`config.mk`:
```
export PLATFORM = sky130hd
export DESIGN_NAME = mem_arbiter_flat
export DESIGN_NICKNAME = d
export VERILOG_FILES = /design/src/rtl/mem_arbiter_if.sv /design/src/rtl/mem_arbiter.sv /design/src/flat_wrapper.sv
export SDC_FILE = /design/constraint.sdc
export NUM_CORES = 1
export LEC_CHECK = 0
export ABC_AREA = 1
export BUFFER_PORTS_ARGS = -buffer_cell sky130_fd_sc_hd__buf_2
export CAP_MARGIN = 20
export CORE_AREA = 8 8 153 155
export DETAILED_ROUTE_END_ITERATION = 7
export DIE_AREA = 0 0 161 163
export GPL_ROUTABILITY_DRIVEN = 0
export MAX_ROUTING_LAYER = met4
export SYNTH_ARGS = -nofsm -noshare
export SYNTH_HDL_FRONTEND = slang
export SYNTH_SLANG_ARGS = --single-unit
```
`constraint.sdc`:
```
create_clock -name clk -period 2 [get_ports clk]
set_input_delay 0.5 -clock clk [delete_from_list [all_inputs] [get_ports clk]]
set_output_delay 0.5 -clock clk [all_outputs]
set_load 0.02 [all_outputs]
```
`src/rtl/mem_arbiter_if.sv`:
```
// mem_arbiter_if
// Bundles the per-core request buses and the single shared RAM port.
//   core_addr/core_data_w : packed per-core address and write data (core i at [i*W +: W])
//   core_read/write/atomic: per-core request strobes and atomic qualifier
//   core_wait             : per-core stall back to the cores
//   core_data_r           : read data broadcast to every core
//   ram_*                 : request toward the shared RAM, ram_data_r/ram_wait back
// Modports: master = arbiter view, slave = environment (cores + RAM) view.
interface mem_arbiter_if #(
  parameter int N_CORES = 4,
  parameter int DATA_W  = 32,
  parameter int ADDR_W  = 32
);
  logic [N_CORES*ADDR_W-1:0] core_addr;
  logic [N_CORES*DATA_W-1:0] core_data_w;
  logic [N_CORES-1:0]        core_read;
  logic [N_CORES-1:0]        core_write;
  logic [N_CORES-1:0]        core_atomic;
  logic [N_CORES-1:0]        core_wait;
  logic [DATA_W-1:0]         core_data_r;

  logic [ADDR_W-1:0]         ram_addr;
  logic [DATA_W-1:0]         ram_data_w;
  logic [DATA_W-1:0]         ram_data_r;
  logic                      ram_read;
  logic                      ram_write;
  logic                      ram_atomic;
  logic                      ram_wait;

  modport master (
    input  core_addr, core_data_w, core_read, core_write, core_atomic,
    input  ram_data_r, ram_wait,
    output core_wait, core_data_r,
    output ram_addr, ram_data_w, ram_read, ram_write, ram_atomic
  );

  modport slave (
    output core_addr, core_data_w, core_read, core_write, core_atomic,
    output ram_data_r, ram_wait,
    input  core_wait, core_data_r,
    input  ram_addr, ram_data_w, ram_read, ram_write, ram_atomic
  );
endinterface

```
`src/rtl/mem_arbiter.sv`:
```
// mem_arbiter
// Round-robin arbiter of N_CORES requesters onto one shared RAM, with an
// atomic read/write lock that expires after LOCK_TIMEOUT idle cycles.
// Ports:
//   clk          : single clock, rising edge
//   rst_n        : synchronous active-low reset (priority over en)
//   en           : global enable; low freezes all state
//   bus          : mem_arbiter_if.master, core buses and RAM port
//   lock_timeout : one-cycle pulse when a lock is forcibly released
//
// state | meaning
// IDLE  | no grant; pick next requester after g (round-robin)
// BUSY  | core g owns the RAM for one access
// LOCK  | core g holds exclusive access after an atomic read
module mem_arbiter #(
  parameter int N_CORES      = 4,
  parameter int DATA_W       = 32,
  parameter int ADDR_W       = 32,
  parameter int LOCK_TIMEOUT = 16
) (
  input  logic          clk,
  input  logic          rst_n,
  input  logic          en,
  mem_arbiter_if.master bus,
  output logic          lock_timeout
);
  localparam int G_W   = $clog2(N_CORES);
  localparam int CNT_W = (LOCK_TIMEOUT > 1) ? $clog2(LOCK_TIMEOUT) : 1;

  typedef enum logic [1:0] {IDLE, BUSY, LOCK} state_t;

  state_t             state, state_nx;
  logic [G_W-1:0]     g, g_nx;          // also serves as the last-granted pointer
  logic [CNT_W-1:0]   cnt, cnt_nx;
  logic [G_W-1:0]     pick;
  logic               any_req;
  logic [N_CORES-1:0] req;
  logic [N_CORES-1:0] wait_vec;
  logic               active;
  logic               g_rd, g_wr, g_at, g_req;
  logic               done;
  logic               cnt_last;

  logic [ADDR_W-1:0]  addr_arr [N_CORES];
  logic [DATA_W-1:0]  data_arr [N_CORES];

  for (genvar i = 0; i < N_CORES; i++) begin : g_unpack
    assign addr_arr[i] = bus.core_addr[i*ADDR_W +: ADDR_W];
    assign data_arr[i] = bus.core_data_w[i*DATA_W +: DATA_W];
  end

  assign req    = bus.core_read | bus.core_write;
  // Outputs behave as IDLE while reset is held, whatever the register holds.
  assign active = rst_n && (state != IDLE);

  assign g_rd  = bus.core_read[g];
  assign g_wr  = bus.core_write[g];
  assign g_at  = bus.core_atomic[g];
  assign g_req = g_rd | g_wr;
  assign done  = active && g_req && !bus.ram_wait;

  assign cnt_last = (cnt == CNT_W'(LOCK_TIMEOUT - 1));

  assign bus.ram_addr    = addr_arr[g];
  assign bus.ram_data_w  = data_arr[g];
  assign bus.ram_read    = active & g_rd;
  assign bus.ram_write   = active & g_wr;
  assign bus.ram_atomic  = active & g_at;
  assign bus.core_data_r = bus.ram_data_r;
  assign bus.core_wait   = wait_vec;

  // Completion wins over expiry, so no pulse in a cycle that completes.
  assign lock_timeout = en && active && (state == LOCK) && !done && cnt_last;

  always_comb begin
    wait_vec = req;
    if (active) wait_vec[g] = g_req & bus.ram_wait;
  end

  // First requester strictly after g, wrapping.
  always_comb begin
    int idx;
    logic [G_W-1:0] cand;
    idx     = 0;
    cand    = '0;
    pick    = g;
    any_req = 1'b0;
    for (int k = 1; k <= N_CORES; k++) begin
      idx  = (int'(g) + k) % N_CORES;
      cand = G_W'(idx);
      if (!any_req && req[cand]) begin
        any_req = 1'b1;
        pick    = cand;
      end
    end
  end

  always_comb begin
    state_nx = state;
    g_nx     = g;
    cnt_nx   = cnt;
    case (state)
      IDLE: begin
        if (any_req) begin
          g_nx     = pick;
          state_nx = BUSY;
        end
      end
      BUSY: begin
        if (!g_req) begin
          state_nx = IDLE;
        end else if (done) begin
          if (g_at && g_rd && !g_wr) begin
            state_nx = LOCK;
            cnt_nx   = '0;
          end else begin
            state_nx = IDLE;
          end
        end
      end
      LOCK: begin
        if (done) begin
          cnt_nx = '0;
          if (g_at && g_wr) state_nx = IDLE;
        end else if (cnt_last) begin
          state_nx = IDLE;
        end else begin
          cnt_nx = cnt + 1'b1;
        end
      end
      default: state_nx = IDLE;
    endcase
  end

  always_ff @(posedge clk) begin
    if (!rst_n) begin
      state <= IDLE;
      g     <= G_W'(N_CORES - 1);
      cnt   <= '0;
    end else if (en) begin
      state <= state_nx;
      g     <= g_nx;
      cnt   <= cnt_nx;
    end
  end
endmodule
```
`src/flat_wrapper.sv`:
```
// flat-port wrapper written by rule: the top's interface ports become plain ports
module mem_arbiter_flat 
#(
  parameter int N_CORES      = 4,
  parameter int DATA_W       = 32,
  parameter int ADDR_W       = 32,
  parameter int LOCK_TIMEOUT = 16
)
  (clk, rst_n, en, lock_timeout, bus_core_addr, bus_core_data_w, bus_core_read, bus_core_write, bus_core_atomic, bus_ram_data_r, bus_ram_wait, bus_core_wait, bus_core_data_r, bus_ram_addr, bus_ram_data_w, bus_ram_read, bus_ram_write, bus_ram_atomic);
  mem_arbiter_if #(.N_CORES(N_CORES), .DATA_W(DATA_W), .ADDR_W(ADDR_W)) bus_i ();
  input  logic clk;
  input  logic rst_n;
  input  logic en;
  output logic lock_timeout;
  input wire logic [$bits(bus_i.core_addr)-1:0] bus_core_addr;
  input wire logic [$bits(bus_i.core_data_w)-1:0] bus_core_data_w;
  input wire logic [$bits(bus_i.core_read)-1:0] bus_core_read;
  input wire logic [$bits(bus_i.core_write)-1:0] bus_core_write;
  input wire logic [$bits(bus_i.core_atomic)-1:0] bus_core_atomic;
  input wire logic [$bits(bus_i.ram_data_r)-1:0] bus_ram_data_r;
  input wire logic [$bits(bus_i.ram_wait)-1:0] bus_ram_wait;
  output wire logic [$bits(bus_i.core_wait)-1:0] bus_core_wait;
  output wire logic [$bits(bus_i.core_data_r)-1:0] bus_core_data_r;
  output wire logic [$bits(bus_i.ram_addr)-1:0] bus_ram_addr;
  output wire logic [$bits(bus_i.ram_data_w)-1:0] bus_ram_data_w;
  output wire logic [$bits(bus_i.ram_read)-1:0] bus_ram_read;
  output wire logic [$bits(bus_i.ram_write)-1:0] bus_ram_write;
  output wire logic [$bits(bus_i.ram_atomic)-1:0] bus_ram_atomic;
  assign bus_i.core_addr = bus_core_addr;
  assign bus_i.core_data_w = bus_core_data_w;
  assign bus_i.core_read = bus_core_read;
  assign bus_i.core_write = bus_core_write;
  assign bus_i.core_atomic = bus_core_atomic;
  assign bus_i.ram_data_r = bus_ram_data_r;
  assign bus_i.ram_wait = bus_ram_wait;
  assign bus_core_wait = bus_i.core_wait;
  assign bus_core_data_r = bus_i.core_data_r;
  assign bus_ram_addr = bus_i.ram_addr;
  assign bus_ram_data_w = bus_i.ram_data_w;
  assign bus_ram_read = bus_i.ram_read;
  assign bus_ram_write = bus_i.ram_write;
  assign bus_ram_atomic = bus_i.ram_atomic;
  mem_arbiter #(.N_CORES(N_CORES), .DATA_W(DATA_W), .ADDR_W(ADDR_W), .LOCK_TIMEOUT(LOCK_TIMEOUT)) u_core (.clk(clk), .rst_n(rst_n), .en(en), .bus(bus_i), .lock_timeout(lock_timeout));
endmodule
```
==> Word-level counts from Yosys, hierarchy flattened <==
Cells that the tools add are included.
{ "classes": {"n_addsub": 5, "magnitude_cmp": 7, "n_eq_ne": 11, "n_mux": 46, "bitwise": 7, "reduce_logical": 27} }
{ "op_table": {"columns": ["operator", "count"], "rows": [
  ["$bmux 32 s2", 2],
  ["$mux 32", 4],
  ["$mux 4", 6],
  ["$mux 2", 11],
  ["$lt 2x3->1 const B", 5],
  ["$bmux 1 s2", 7],
  ["$logic_and 1x1->1", 14],
  ["$mux 1", 12],
  ["$ne 2x1->1 const B", 4],
  ["$pmux 4 s2", 1],
  ["$logic_not 1->1", 6],
  ["$ne 3x3->1 const B", 2],
  ["$pmux 2 s3", 1],
  ["$reduce_and 6->1", 1],
  ["$reduce_and 5->1", 1],
  ["$add 2x1->2 const B", 2],
  ["$add 2x2->2 const B", 2],
  ["$add 4x1->4 const B", 1],
  ["$and 1x1->1", 4],
  ["$bwmux 4", 1],
  ["$eq 4x4->1 const B", 1],
  ["$or 4x4->4", 1],
  ["$reduce_and 4->1", 1],
  ["$reduce_bool 2->1", 2],
  ["11 further kinds", 11]
]} }
{ "totals": {"regBits": 8, "input_bits": 304, "output_inout_bits": 104, "wordCells": 106} }

==> Logic depth before layout (Yosys ltp) <==
Gate-level depths: netlist of run 1.
{ "depth": {"ltp_word": 15, "ltp_mapped": 15, "depth_no_buf": 13} }

==> Worst setup path after synthesis of run 1 <==
No wires, ideal clock.
{ "synth_timing": {"path_kind": "reg-to-output", "start": "register u_core.g[0]", "end": "output port bus_core_wait[0]", "arrival_time_ns": 1.811, "setup_slack_ns": -0.311, "stages_incl_launch_ff": 8, "n_path_buf": 3, "cell_sequence": "dfxtp_1 inv_2 buf_6 buf_2 buf_1 ha_1 nand2_1 o21ai_0"} }
{ "synth_between": {"elab_chain_len": 6, "elab_cells_between_ends": 13} }
{ "synth_lines": {"columns": ["element", "line_no", "source"], "rows": [
  ["start: declaration", "mem_arbiter.sv:33", "logic [G_W-1:0] g, g_nx;"],
  ["start signal: assignment", "mem_arbiter.sv:138", "g <= G_W'(N_CORES - 1);"],
  ["start signal: assignment", "mem_arbiter.sv:142", "g <= g_nx;"],
  ["$lt 2x3->1 (implied by the code) (tied with other cells)", "mem_arbiter.sv:77", "if (active) wait_vec[g] = g_req & bus.ram_wait;"],
  ["$logic_and 1x1->1 (implied by the code) (tied with other cells)", "mem_arbiter.sv:77", null],
  ["$mux 1 (implied by the code) or $or 1x1->1 (tied branches)", "mem_arbiter.sv:77, mem_arbiter.sv:59", null],
  ["$demux 1 s2 or $and 1x1->1 (tied branches)", null, null],
  ["$bwmux 4 *", "mem_arbiter.sv:77", null],
  ["$mux 4 *", "mem_arbiter.sv:77", null],
  ["end: declaration", "flat_wrapper.sv:22", "output wire logic [$bits(bus_i.core_wait)-1:0] bus_core_wait;"]
]} }
Mark *: on every way between the ends. The rest lies on a longest branch, timed or not. The select of a mux whose other input is x is not followed.

==> Worst setup path in the final report of run 1 <==
{ "layout_timing": {"start": "register u_core.g[0]", "end": "output port bus_ram_addr[17]"} }
{ "layout_between": {"elab_chain_len": 4} }
{ "layout_lines": {"columns": ["element", "line_no", "source"], "rows": [
  ["$not 2->3 (implied by the code)", "mem_arbiter.sv:64", "assign bus.ram_addr = addr_arr[g];"],
  ["$bmux 32 s2", "mem_arbiter.sv:64", null],
  ["$mux 32 (implied by the code) (2 in series)", "mem_arbiter.sv:64", null],
  ["end: declaration", "flat_wrapper.sv:24", "output wire logic [$bits(bus_i.ram_addr)-1:0] bus_ram_addr;"]
]} }
No other way between the ends. The select of a mux whose other input is x is not followed.

==> run metrics, run 1 <==
status=complete, but fails checks; violated checks=negative setup slack; Worst setup SP type=register; final period utilization=1.03; via/cell ratio=around 4.5; initial DRC count=376; Final Non-Filler Cells=1172; Hold Startpoint=u_core.state[1]$_SDFFE_PN0P_; vias in the first global route=5311; total CTS buffers=3; detailed placement HPWL=16500 um; Peak VDD IR=around 360 uV; wire length per cell=17.5 um; Mapped Cells=583; grt total ovfl=0; CP required=1.50 ns; Sequential Area=around 170 um^2; critical setup path kind=register to primary output; Mapped Avg Cell Area=5.06 um^2; Clock transition at path regs=0.04 ns; GR Util All Layers=0.143; Num Clock Sinks=8; Synth area leader=o21ai_0; crit-path max FO=10; first-pass GRT wire length=~30000 um; Tightest Pin Transition=0.440 ns; Worst Hold Depth=2; die area=26200 um^2; Die Width=161 um; Setup Viol. Count Final=12; worst reg2reg path depth=12; dpl cells=1157; commonest non-fill, non-tap cell in the layout=buf_2; DR vias=5269; I/O Buffers=approximately 340; leakage=around 0.003 uW; Clock Latency Late Sink=about 0.23 ns; Worst Skew=0.00396 ns; Final Util=0.290; Sw Ratio=0.527; Slew Viols, Final=0; Slew HR=0.704; Final Critical Period=2.05 ns; r2r startpoint=u_core.g[0]$_SDFFE_PN1P_; Yosys reg bits=8; Reg-to-Reg End=u_core.state[0]$_SDFFE_PN0P_; Remaining DRCs=0; Starting Density=0.142; Arr. time, crit path=1.55 ns; I/O pins=~410; Fmax=488 MHz; fraction of layout cells with a size suffix above 1=0.558; die height=roughly 160 um; Synth top area share=0.236; antenna violations before repair=1; Detail Route Antenna Nets=0; largest net degree at the start of global routing=56; PD cells=932 nW/um^2; most frequent cells in the layout=283 x buf_2, 142 x nor2_1, 65 x o21ai_0, 65 x buf_4, 58 x nand2_1; Hold WC Path Type=register to register; Core Area=20800 um^2; Layout area overhead=105%; Pre-antenna DRT Iters=5; logic gate share of total power=0.893; Max clock buf depth=2; Int Power=2660 uW; Clock Tree Root=clkbuf_16; clock power share=0.062; Reg power frac=0.046; WHS=0.488 ns; RSZ-0062 raised after global routing=true; top cells by area, synth=o21ai_0 24%, nor2_1 20%, o22ai_1 14%; Power Total=5630 uW; Layout fillers=about 2300; setup slack after layout=-0.0501 ns; htree depth=1; multi-input logic area=2780 um^2; r2r setup slk=0.19 ns; FP Rows=53; Mapped Area=2950 um^2; max cap viols=0; number of distinct library cells after synthesis=22; DP Worst Slack=-0.122 ns; Hold Crit Endpoint=u_core.state[1]$_SDFFE_PN0P_; CTS tree=done; P_sw=~3000 uW; Crit. End Element=primary output; Final Hold Viols=0; Final #Nets=1209; Warnings, synthesis=0; Syn Nets=895; sequential area share after synthesis=0.0543; routed wire length=20500 um
registers in the layout, indices dropped and copies added (netlist names):
name          flops
u_core.cnt        4
u_core.g          2
u_core.state      2
worst max-delay path by stage:
| stage | startpoint | cells past startpoint | to | slack (ns) |
|---|---|---|---|---|
| 4_1_cts | u_core.g[0]$_SDFFE_PN1P_ | 6 | bus_ram_addr[11] | -0.05 |
| 3_5_place_dp | bus_core_read[1] | 8 | bus_core_wait[3] | -0.12 |
| 6_report | u_core.g[0]$_SDFFE_PN1P_ | 6 | bus_ram_addr[17] | -0.05 |
| 3_3_place_gp | bus_core_read[1] | 8 | bus_core_wait[3] | -0.04 |
| 5_1_grt | u_core.g[0]$_SDFFE_PN1P_ | 9 | lock_timeout | -0.12 |
| 2_1_floorplan | rst_n | 6 | lock_timeout | 0.0004 |
per-stage QoR:
stage	setup TNS [ns]	instance area [um^2]
2_1_floorplan	0	3230
3_3_place_gp	-0.0427	5270
3_5_place_dp	-0.271	5270
4_1_cts	-0.422	5750
5_1_grt	-2.38	6030
6_report	-0.264	6030
power groups by stage:
stage / sequential [uW] / clock (uW) / combinational, uW
finish: 257 / 348 / 5020
global route: 264 / 369 / 5390
floorplan: 225 / 0 / 2640
global placement: 248 / 0 / 4160
detailed placement: 247 / 0 / 4190
CTS: 256 / 361 / 4720
logic make-up after synthesis:
family | count (synthesis) | share of synthesized area
flip-flops | 8 | 0.0543
adder cells (fa/ha/maj) | 8 | 0.0340
XOR/XNOR | 2 | 0.00594
buffers and inverters | 101 | 0.177
AO/OA/AOI/OAI | 214 | 0.390
AND/OR/NAND/NOR | 250 | 0.338
cell usage after synthesis (all sizes together):
library cell  instances
o21ai               144
a21oi                 6
buf                  46
xor2                  2
nand4                 3
nor2                160
inv                  23
clkbuf               32
nand3                22
dfxtp                 8
ha                    8
nor3                  1
nand2                64
o22ai                64
area by class of cell:
class	instances	share of cell area
Antenna cell	1	0.000415
Clock buffer	4	0.0131
Sequential cell	8	0.0284
Tap cell	275	0.0570
Timing Repair Buffer	387	0.424
Multi-Input combinational cell	474	0.460
Inverter	23	0.0168
metal layers:
layer | routed length, um | global-route usage | part of all wire | up-vias
met5 | 0 | - | 0 | -
met4 | 183 | 0.0160 | 0.0089 | 0
met3 | 1540 | 0.0374 | 0.075 | 21
met2 | 10400 | 0.253 | 0.51 | 284
met1 | 8410 | 0.165 | 0.41 | 2357
li1 | - | - | - | 2607
critical path: stages, from the launching register on:
cell and delay [ns]:
dfxtp_4 0.42, buf_12 0.14, buf_4 0.14, clkbuf_16 0.16, o21ai_0 0.10, o22ai_1 0.18, buf_4 0.17
what timing repair did:
| item | 4_1_cts | 5_1_grt |
|---|---|---|
| hold buffers | 0 | 0 |
| setup endpoints to repair | 62 | 73 |
| setup buffers | 3 | 1 |
| cloned | 3 | 3 |
| pin swaps | 6 | 5 |
| resized for setup | 146 | 85 |
Power figures use the tool's default switching activity.
==> run 2, diff against run 1 <==
- CELL_PAD_IN_SITES_DETAIL_PLACEMENT: not set -> 1
- CELL_PAD_IN_SITES_GLOBAL_PLACEMENT: not set -> 1
- CORE_AREA: 8 8 153 155 -> 8 8 154 156
- DIE_AREA: 0 0 161 163 -> 0 0 162 164
- PLACE_DENSITY_LB_ADDON: not set -> 0.1
==> run 2 against run 1 <==
Net effect: the run now ends clean; maximum frequency is 2.7% higher; die area rose by 1.2%; sequential power hardly changed; design area shrank 1.9%; hold slack better by 0.010 ns; largest power group unchanged; highest routed layer unchanged.
==> run metrics, run 2 (same netlist as run 1, synthesis figures left out) <==
Largest regs=u_core.cnt: 4 flops, u_core.g: 2 flops, u_core.state: 2 flops; leakage=0.00293 uW (-0.34%); vias in the first global route=5732 (+7.9%); largest net degree at the start of global routing=59 (+5.4%); die height=164 um (+0.61%); Fmax=501 MHz (+2.7%); Die Width=162 um (+0.62%); most frequent cells in the layout=289 x buf_2, 149 x nor2_1, 83 x o21ai_0; Detail Route Antenna Nets=0 (unchanged); Clock transition at path regs=0.04 ns (about the same); Slew Viols, Final=0 (unchanged); max reg flops=4 (unchanged); I/O pins=408 (unchanged); worst reg2reg path depth=11 (-1); Tightest Pin Transition=0.322 ns (-0.118 ns); fraction of layout cells with a size suffix above 1=0.538 (-0.0203); Max clock buf depth=2 (unchanged); wire length per cell=19.6 um (+12%); Worst setup SP type=register; Final Hold Viols=0 (unchanged); Peak VDD IR=302 uV (-15%); GR Util All Layers=0.168 (+0.0244); Hold WC Path Type=register to register; CTS Hold Bufs=0 (unchanged); htree depth=1 (unchanged); Clock Tree Root=clkbuf_16; Core Area=21400 um^2 (+2.5%); max cap viols=0 (unchanged); RSZ-0062 raised after global routing=true; WHS=0.498 ns (+0.0101 ns); Arr. time, crit path=1.50 ns (-0.05 ns); Clock Latency Late Sink=0.23 ns (about the same); via/cell ratio=4.36 (-3.0%); first-pass GRT wire length=33400 um (+13%); I/O Buffers=343 (unchanged); Num Clock Sinks=8 (unchanged); critical setup path kind=register to primary output; DR vias=5204 (-1.2%); final period utilization=0.998 (-0.0267); PD cells=921 nW/um^2 (-1.2%); FP Rows=54 (+1.9%); Setup Viol. Count Final=0 (-12); Slew HR=0.783 (+0.0797); antenna violations before repair=9 (+8); Worst Skew=0.00154 ns (-0.00241 ns); CP required=1.50 ns (about the same); total CTS buffers=3 (unchanged); CTS tree=done; detailed placement HPWL=19600 um (+18%); die area=26600 um^2 (+1.2%); commonest non-fill, non-tap cell in the layout=buf_2; Final #Nets=1215 (+0.50%); Remaining DRCs=0 (unchanged); Final Cell Area=5920 um^2 (-1.9%); initial DRC count=113 (-70%); placed inst area=5320 um^2 (+0.88%); Biggest register=u_core.cnt; routed wire length=23400 um (+14%); Pre-antenna DRT Iters=4 (-1); Crit. End Element=primary output; Layout area overhead=101%; Starting Density=0.138 (-0.00350); Final Critical Period=2.00 ns (-0.0534 ns); grt total ovfl=0 (unchanged); status=completed; Worst Hold Depth=2 (unchanged); crit-path max FO=19 (+9)
[run 2: per-stage QoR]
step	TNS [ns]	utilization	setup slack [ns]	std cells	total power [uW]
after floorplan	0	-	0.000432	583	2870
after global placement	-0.206	0.249	-0.0669	1169	4540
after detailed placement	-0.383	0.249	-0.113	1169	4520
after CTS	-0.0863	0.266	-0.0369	1180	5300
after global routing	-1.83	0.277	-0.0812	1191	5900
final	0	0.277	0.00329	1193	5450
[run 2: power breakdown]
group / internal [uW] / switching (uW) / total, uW
sequential: 201 / 56.9 / 257
clock: 266 / 85.1 / 351
combinational: 2090 / 2750 / 4840
total: 2560 / 2890 / 5450
[run 2: path summary, 6_finish.rpt]
kind	start	slack (ns)	to
worst max-delay path	u_core.g[0]$_SDFFE_PN1P_	0.003	bus_ram_addr[3]
worst min-delay path	u_core.state[0]$_SDFFE_PN0P_	0.50	u_core.state[0]$_SDFFE_PN0P_
worst max register to register	u_core.g[0]$_SDFFE_PN1P_	0.23	u_core.state[0]$_SDFFE_PN0P_
worst min register to register	u_core.state[0]$_SDFFE_PN0P_	0.50	u_core.state[0]$_SDFFE_PN0P_
[run 2: critical path: stages, from the launching register on]
cell and delay (ns):
dfxtp_4 0.40, buf_12 0.15, buf_12 0.14, buf_12 0.16
o21ai_1 0.10, o22ai_2 0.16, buf_6 0.15
[run 2: timing repair]
action | in CTS | in global routing
buffers inserted | 5 | 0
endpoints found under the setup margin | 67 | 69
cloned | 2 | 2
gates resized for setup | 100 | 74
pin swaps | 1 | 1
[run 2: cell type report]
cell class,instances,area (um^2)
multi-input cells,474,2640
well taps,280,350
repair buffers,393,2540
fillers,2818,15400
flip-flops and latches,8,173
clock buffers,4,78.8
diodes,11,27.5
inverters,23,104
[run 2: per-layer routing]
metal | global-route usage | wire, um
met1 | 0.171 | 8970
met2 | 0.302 | 12000
met3 | 0.0602 | 1890
met4 | 0.0417 | 554
met5 | - | 0
==> run 3, diff against run 2 <==
- ABC_AREA: 1 -> not set
==> run 3 against run 2 <==
Net effect: the run now ends with negative setup slack left; synthesized cell count down 62%; clock-buffer cell count unchanged; highest routed layer unchanged; sequential power is 21% lower.
==> run metrics, run 3 <==
Clock transition at path regs=0.04 ns (about the same); Power Total=4220 uW (-22%); Synth top area share=0.586 (+0.350); max reg flops=4 (unchanged); Fmax=438 MHz (-13%); crit-path max FO=9 (-10); Remaining DRCs=0 (unchanged); Pre-antenna DRT Iters=6 (+2); Warnings, synthesis=0 (unchanged); Reg power frac=0.048 (about the same); die height=164 um (unchanged); setup slack after layout=-0.282 ns (-0.286 ns); Mapped Cells=222 (-62%); max cap viols=0 (unchanged); antenna violations before repair=0 (-9); RSZ-0062 raised after global routing=true; htree depth=1 (unchanged); Clock Tree Root=clkbuf_16; Final Util=0.257 (-0.0199); Hold WC Path Type=register to register; I/O pins=408 (unchanged); Max clock buf depth=2 (unchanged); Worst Skew=0.000425 ns (-0.00112 ns); CTS tree=done; Starting Density=0.124 (-0.0139); Final TNS setup=-13.87 ns (-13.87 ns); Post-synth top cells=69 x mux4_2, 33 x buf_4, 16 x nand2_1, 9 x nor2_1; GR Util All Layers=0.130 (-0.0372); Core Area=21400 um^2 (unchanged); most frequent cells in the layout=299 x buf_2, 69 x mux4_2, 42 x buf_6; ys flop type=dfxtp_1; max incr delay on CP=0.36 ns (-0.04 ns); Die Width=162 um (unchanged); Final #Nets=884 (-27%); EDFF count, synth=0 (unchanged); Peak VDD IR=220 uV (-27%); Biggest register=u_core.cnt; CTS Hold Bufs=0 (unchanged); clock power share=0.082 (+0.018); status=complete, but fails checks; Syn Nets=534 (-40%); Final Non-Filler Cells=851 (-29%); logic gate share of total power=0.870 (-0.018); top cells by area, synth=mux4_2 59%, buf_4 9.3%, dfxtp_1 6.0%; Final Cell Area=5500 um^2 (-7.2%); Detail Route Antenna Nets=0 (unchanged); Setup Viol. Count Final=73 (+73); Num Clock Sinks=8 (unchanged); placed inst area=4830 um^2 (-9.1%); Slew Viols, Final=0 (unchanged); via/cell ratio=4.12 (-5.7%); Mapped Area=2650 um^2 (-10%); CP max stage cell=dfxtp_4; final period utilization=1.14 (+0.143); Slew HR=0.748 (-0.0350); total CTS buffers=3 (unchanged); Int Power=2440 uW (-4.7%); dpl cells=837 (-28%); Tightest Pin Transition=0.378 ns (+0.0559 ns); top-count cell post-synth=mux4_2; Largest regs=u_core.cnt: 4 flops, u_core.g: 2 flops, u_core.state: 2 flops; number of distinct library cells after synthesis=36 (+64%); die area=26600 um^2 (unchanged); Final Hold Viols=0 (unchanged); initial DRC count=111 (-1.8%); asr flop ratio synth=0 (unchanged); Yosys reg bits=8 (unchanged); leakage=0.00267 uW (-9.0%); P_sw=1790 uW (-38%); critical setup path kind=register to primary output; commonest non-fill, non-tap cell in the layout=buf_2; sequential area share after synthesis=0.0604 (+0.00608); CP required=1.50 ns (about the same); I/O Buffers=343 (unchanged); CP Cell Sequence=buf_4 -> buf_12 -> buf_8 -> ha_1 -> a21oi_1 -> a31oi_4 -> buf_6; Clock Latency Late Sink=0.23 ns (about the same); Sw Ratio=0.423 (-0.107); DR vias=3502 (-33%); wire length per cell=21.9 um (+12%); routed wire length=18600 um (-20%); largest net degree at the start of global routing=45 (-24%); antenna cells=0 (-11); detailed placement HPWL=16600 um (-15%); Worst setup SP type=register; grt total ovfl=0 (unchanged); violated checks=negative setup slack; Arr. time, crit path=1.78 ns (+0.28 ns); PD cells=769 nW/um^2 (-16%); Layout area overhead=107%; vias in the first global route=4013 (-30%); FP Rows=54 (unchanged); Mapped Avg Cell Area=11.9 um^2 (+140%); Crit. End Element=primary output; first-pass GRT wire length=25800 um (-23%); Final Critical Period=2.28 ns (+0.286 ns); fraction of layout cells with a size suffix above 1=0.872 (+0.334); Synth area leader=mux4_2
## run 3: cell types whose count changed after synthesis, sizes merged, moves of 18 or more
cell / previous run / this run
o22ai: 64 / 2
nand2: 64 / 16
inv: 23 / 5
clkbuf: 32 / 8
mux4: 0 / 69
nor2: 160 / 9
o21ai: 144 / 6
## run 3: final timing paths
path | slack, ns | to | cells after the start | startpoint
worst min-delay path | 0.53 | u_core.cnt[1]$_SDFFE_PN0P_ | 2 | u_core.cnt[1]$_SDFFE_PN0P_
worst min register to register | 0.53 | u_core.cnt[1]$_SDFFE_PN0P_ | 2 | u_core.cnt[1]$_SDFFE_PN0P_
worst max register to register | -0.09 | u_core.state[1]$_SDFFE_PN0P_ | 6 | u_core.g[0]$_SDFFE_PN1P_
worst max-delay path | -0.28 | bus_core_wait[1] | 7 | u_core.g[0]$_SDFFE_PN1P_
## run 3: area by class of cell
| type | count | area, um^2 |
|---|---|---|
| timing repair buffer | 395 | 2580 |
| tap | 280 | 350 |
| inverter | 5 | 18.8 |
| fill | 2560 | 15900 |
| multi-input combinational | 159 | 2300 |
| sequential | 8 | 168 |
| clock buffer | 4 | 78.8 |
## run 3: routing by layer
| metal | global-route usage | routed length [um] | up-vias | part of all wire |
|---|---|---|---|---|
| met5 | - | 0 | - | 0 |
| met2 | 0.234 | 10000 | 198 | 0.54 |
| met4 | 0.0189 | 161 | 0 | 0.0086 |
| li1 | - | - | 1589 | - |
| met3 | 0.0424 | 1640 | 10 | 0.088 |
| met1 | 0.141 | 6830 | 1705 | 0.37 |
## run 3: cell families after synthesis
kind of cell,after synthesis,synth area share
mux,73,0.601
buf+inv,55,0.128
simple gates,47,0.0930
compound gates,29,0.0722
fa+ha+maj,9,0.0415
flops,8,0.0604
xor+xnor,1,0.00330
## run 3: metrics by stage
step	setup WS [ns]	hold slack, ns
finish	-0.282	0.530
global route	-0.341	0.559
CTS	-0.300	0.513
detailed placement	-0.268	0.508
global placement	-0.272	0.477
floorplan	-0.0451	0.451
## run 3: what timing repair did
item,CTS,global route
pin swaps,7,2
gates resized for setup,31,100
setup buffers,2,4
setup endpoints to repair,74,75
cloned,2,2
## run 3: power groups by stage
stage / Clock, uW / Sequential [uW] / Combinational, uW
after floorplan: 0 / 196 / 2000
after global placement: 0 / 208 / 3070
after detailed placement: 0 / 208 / 3080
after CTS: 355 / 206 / 3300
after global routing: 362 / 208 / 3920
final: 345 / 203 / 3680
## run 3: worst max-delay path, delay by kind of cell, from the launching register on
kind | cells | cell delay (ns)
compound gates | 2 | 0.39
fa+ha+maj | 1 | 0.24
buf+inv | 4 | 0.57
flops | 1 | 0.36
